==> src/rtl/serial_nibble_comparator_pkg.sv <==
// Shared definitions for the serial nibble comparator: nibble width,
// FSM state encoding and one-hot result bit positions.
package serial_nibble_comparator_pkg;

  localparam int NIBBLE_W = 4;

  typedef enum logic [1:0] {
    IDLE    = 2'b00,
    COMPARE = 2'b01,
    DONE    = 2'b10
  } state_t;

  localparam int RES_EQ = 0;
  localparam int RES_GT = 1;
  localparam int RES_LT = 2;

  // A single-nibble word still needs a 1-bit index register.
  function automatic int idx_width(input int nibbles);
    return (nibbles > 1) ? $clog2(nibbles) : 1;
  endfunction

endpackage

==> src/rtl/four_bit_comparator.sv <==
// Combinational unsigned magnitude comparator for one nibble pair.
module four_bit_comparator (
  input  logic [3:0] a,
  input  logic [3:0] b,
  output logic       eq,
  output logic       gt,
  output logic       lt
);

  assign eq = (a == b);
  assign gt = (a > b);
  assign lt = (a < b);

endmodule

==> src/rtl/serial_nibble_comparator.sv <==
// Sequential MSB-first magnitude comparator: one nibble per clock, stopping
// at the first unequal nibble, with a start/busy/done handshake.
module serial_nibble_comparator
  import serial_nibble_comparator_pkg::*;
#(
  parameter int NIBBLES = 4
) (
  input  logic                    clk,
  input  logic                    rst,
  input  logic                    start,
  input  logic [NIBBLES*4-1:0]    a_word,
  input  logic [NIBBLES*4-1:0]    b_word,
  output logic                    busy,
  output logic                    done,
  output logic                    eq,
  output logic                    gt,
  output logic                    lt
);

  localparam int W     = NIBBLES * NIBBLE_W;
  localparam int IDX_W = idx_width(NIBBLES);

  state_t             state;
  logic [IDX_W-1:0]   idx;
  logic [W-1:0]       a_reg;
  logic [W-1:0]       b_reg;
  logic [2:0]         result;
  logic [NIBBLE_W-1:0] nib_a;
  logic [NIBBLE_W-1:0] nib_b;
  logic               nib_eq;
  logic               nib_gt;
  logic               nib_lt;

  assign nib_a = a_reg[idx*NIBBLE_W +: NIBBLE_W];
  assign nib_b = b_reg[idx*NIBBLE_W +: NIBBLE_W];

  four_bit_comparator u_nibble_cmp (
    .a  (nib_a),
    .b  (nib_b),
    .eq (nib_eq),
    .gt (nib_gt),
    .lt (nib_lt)
  );

  // Result register is cleared on accept, so only the exit edge sets one bit.
  always_ff @(posedge clk or posedge rst) begin
    if (rst) begin
      state  <= IDLE;
      idx    <= '0;
      a_reg  <= '0;
      b_reg  <= '0;
      result <= '0;
      busy   <= 1'b0;
      done   <= 1'b0;
    end else begin
      done <= 1'b0;
      case (state)
        IDLE, DONE: begin
          if (start) begin
            a_reg  <= a_word;
            b_reg  <= b_word;
            idx    <= IDX_W'(NIBBLES - 1);
            result <= '0;
            busy   <= 1'b1;
            state  <= COMPARE;
          end else begin
            state <= IDLE;
          end
        end
        COMPARE: begin
          if (nib_gt || nib_lt) begin
            result[RES_GT] <= nib_gt;
            result[RES_LT] <= nib_lt;
            busy           <= 1'b0;
            done           <= 1'b1;
            state          <= DONE;
          end else if (idx == '0) begin
            result[RES_EQ] <= nib_eq;
            busy           <= 1'b0;
            done           <= 1'b1;
            state          <= DONE;
          end else begin
            idx <= idx - IDX_W'(1);
          end
        end
        default: begin
          busy  <= 1'b0;
          state <= IDLE;
        end
      endcase
    end
  end

  assign eq = result[RES_EQ];
  assign gt = result[RES_GT];
  assign lt = result[RES_LT];

endmodule
==> config.mk <==
export PLATFORM = sky130hd
export DESIGN_NAME = serial_nibble_comparator
export DESIGN_NICKNAME = d
export VERILOG_FILES = /design/src/rtl/serial_nibble_comparator_pkg.sv /design/src/rtl/four_bit_comparator.sv /design/src/rtl/serial_nibble_comparator.sv
export SDC_FILE = /design/constraint.sdc
export NUM_CORES = 1
export LEC_CHECK = 0
export ABC_AREA = 1
export CORE_ASPECT_RATIO = 1.25
export CORE_MARGIN = 10
export CORE_UTILIZATION = 42
export DETAILED_ROUTE_END_ITERATION = 8
export PLACE_DENSITY = 0.67
export SLEW_MARGIN = 20
export SYNTH_ARGS = -nofsm -noshare
export SYNTH_HDL_FRONTEND = slang
export SYNTH_SLANG_ARGS = --single-unit
==> constraint.sdc <==
create_clock -name clk -period 4.8 [get_ports clk]
set_input_delay 1.44 -clock clk [delete_from_list [all_inputs] [get_ports clk]]
set_output_delay 1.44 -clock clk [all_outputs]
set_load 0.02 [all_outputs]
==> metrics.txt <==
count leader, synth=nand2_1; Cell Chain, Critical Path=clkdlybuf4s50_1; P per Cell Area=554 mW/mm^2; outcome=finished, final reports clean; Routed WL=about 4400 um; deepest clock path buffer count=2; TritonCTS clock tree=built; via/cell ratio=roughly 4.7; Max FO, Critical Path=2; Area contributors post-synth=dfrtp_1, nand2_1, o21ai_0; unrepaired setup endpoints after global routing=no; worst path required time=3.36 ns; Die X-Extent=between 80 and 90 um; Tcrit/Tclk final=0.564; Post-CTS Setup Inserts=0; Die ar.=~0.008 mm^2; Core Footprint=around 0.0045 mm^2; DRT iter0 DRCs=88; VDD IR max=around 0.00023 V; # DRC=0; asr flop ratio synth=1.00; distinct cell type count of the synthesized netlist=22; CP Buf/Inv Count=1; GRT Residual Overflow=0; element type at the critical path end=primary output; Pint=roughly 0.8 mW; Final setup viols=0; Final Net Count=around 330; placed cell area=~0.0024 mm^2; Die Span Y=just under 100 um; number of enable flip-flop cells after synthesis=0; Mapped Cells=about 250; Inserted Diodes=0; Yosys Warn Count=0; Comb power frac=0.458; family with the most delay on the worst path=buffers and inverters; slowest stage delay, CP=approximately 0.6 ns; Final min period=2.71 ns; mean post-synth cell area=roughly 8.0 um^2; # hold bufs at CTS=0; switching share of power=0.427; CTS Buf Count=5; FF+latch count, synth=a little over 40; Net Sw Power=0.585 mW; initial antenna violation count=0; vias in the first global route=roughly 1600; Routed WL per cell=12.7 um; GRT Resource Usage Total=0.117; final max-slew violation count=0; syn nets=about 290; post-DP HPWL=roughly 3200 um; Final Skew=0.00621 ns; Reg clk slew, reported paths=about 0.08 ns; max-cap violations=0; P_leak=1.24 nW; TritonRoute pass-1 iters=4; row count=27; critical path launch point type=flip-flop; post-synth top area cell=dfrtp_1; first-pass GRT wire length=approximately 7400 um; Crit Path Class=reg -> out; Clk network pwr share=0.159; IO buf count=39; Post-CTS Resized=0; top cell type's share of synthesized area=0.519; Clk Latency, worst-skew pair=roughly 0.3 ns; vias=1630; share of layout cells above drive strength 1=0.0734; Crit-path slowest cell=clkdlybuf4s50_1; prevailing post-synth register cell=dfrtp_1; Fmax=0.369 GHz; Worst Tran Pin Value=~0.86 ns; crit path DAT=between 1 and 1.5 ns; Root Driver=clkbuf_8; Synth Cell Area=a little under 0.002 mm^2; most frequent cells after synthesis=nand2_1, dfrtp_1, nor2_1, o21ai_0, inv_1; CTS H-tree depth=2; Top Ports=40; Final GP Congestion=approximately 0.81; min-delay worst type=reg -> reg; Num Clock Sinks=about 40; final hold vios=0; design area=~0.0025 mm^2; area grow syn2layout=25.1%; pin count of the biggest net entering global routing=37; setup_tns=0 ns; Final Util=0.551; Rel. slew slack=0.425; DRT antenna net count=0; sequential fraction of design power=0.382; Seq/Total Area, Yosys=0.519; Initial Utilization=0.440
-- logic make-up after synthesis --
kind of cell | Yosys count | share of synthesized area
simple gates | 147 | 0.311
buf+inv | 23 | 0.0551
compound gates | 31 | 0.0835
fa+ha+maj | 5 | 0.0316
flops | 41 | 0.519
-- routing by layer --
layer,GRT usage,wire (um),vias to the layer above
met5,0,0,-
met4,0.0544,84,0
met3,0.0296,193,6
met2,0.189,2180,32
met1,0.138,1910,741
li1,-,-,851
-- cells in the final DEF (no fill, tap or decap), types with 2 or more instances in the layout --
| cell | Yosys | final |
|---|---|---|
| nand2_1 | 116 | 116 |
| nand2_4 | 2 | 2 |
| ha_1 | 5 | 5 |
| o21ai_0 | 18 | 18 |
| nand3_1 | 3 | 3 |
| inv_1 | 9 | 9 |
| nor2_1 | 18 | 18 |
| nand2_2 | 3 | 3 |
| clkbuf_8 | 0 | 5 |
| clkdlybuf4s50_1 | 0 | 39 |
| a21oi_1 | 7 | 7 |
| o22ai_1 | 4 | 4 |
| dfrtp_1 | 41 | 41 |
| clkinv_2 | 0 | 2 |
| inv_2 | 5 | 5 |
-- power by group through the flow --
| stage | registers [mW] | clock network [mW] | logic (mW) |
|---|---|---|---|
| global route | 0.542 | 0.235 | 0.718 |
| floorplan | 0.514 | 0 | 0.481 |
| global placement | 0.529 | 0 | 0.622 |
| detailed placement | 0.531 | 0 | 0.632 |
| finish | 0.524 | 0.218 | 0.627 |
| CTS | 0.525 | 0.224 | 0.638 |
-- metrics by stage --
stage | setup WS, ns | power (mW) | hold WS [ns] | instances
2_1_floorplan | 2.41 | 0.996 | 0.444 | 247
3_3_place_gp | 1.78 | 1.15 | 0.455 | 336
3_5_place_dp | 1.76 | 1.16 | 0.460 | 336
4_1_cts | 2.07 | 1.39 | 0.480 | 344
5_1_grt | 1.93 | 1.49 | 0.498 | 344
6_report | 2.09 | 1.37 | 0.478 | 344
-- path summary, 6_finish.rpt --
path                                   to  slack (ns)  cells after the start  startpoint
worst max-delay path                   eq        2.09                      1   result[0]
worst min-delay path             a_reg[7]        0.48                      2    a_reg[7]
worst max register to register       busy        2.33                     11      idx[0]
worst min register to register   a_reg[7]        0.48                      2    a_reg[7]
max in group asynchronous        b_reg[8]        2.42                      3         rst
min in group asynchronous       a_reg[15]        1.61                      2         rst
-- area by class of cell --
type | instances | area [um^2]
multi-input combinational | 183 | 842
inverter | 14 | 52.6
clock inverter | 2 | 10.0
clock buffer | 6 | 72.6
timing repair buffer | 40 | 398
tap | 58 | 72.6
sequential | 41 | 1030
fill | 432 | 2020
Power figures use the tool's default switching activity.
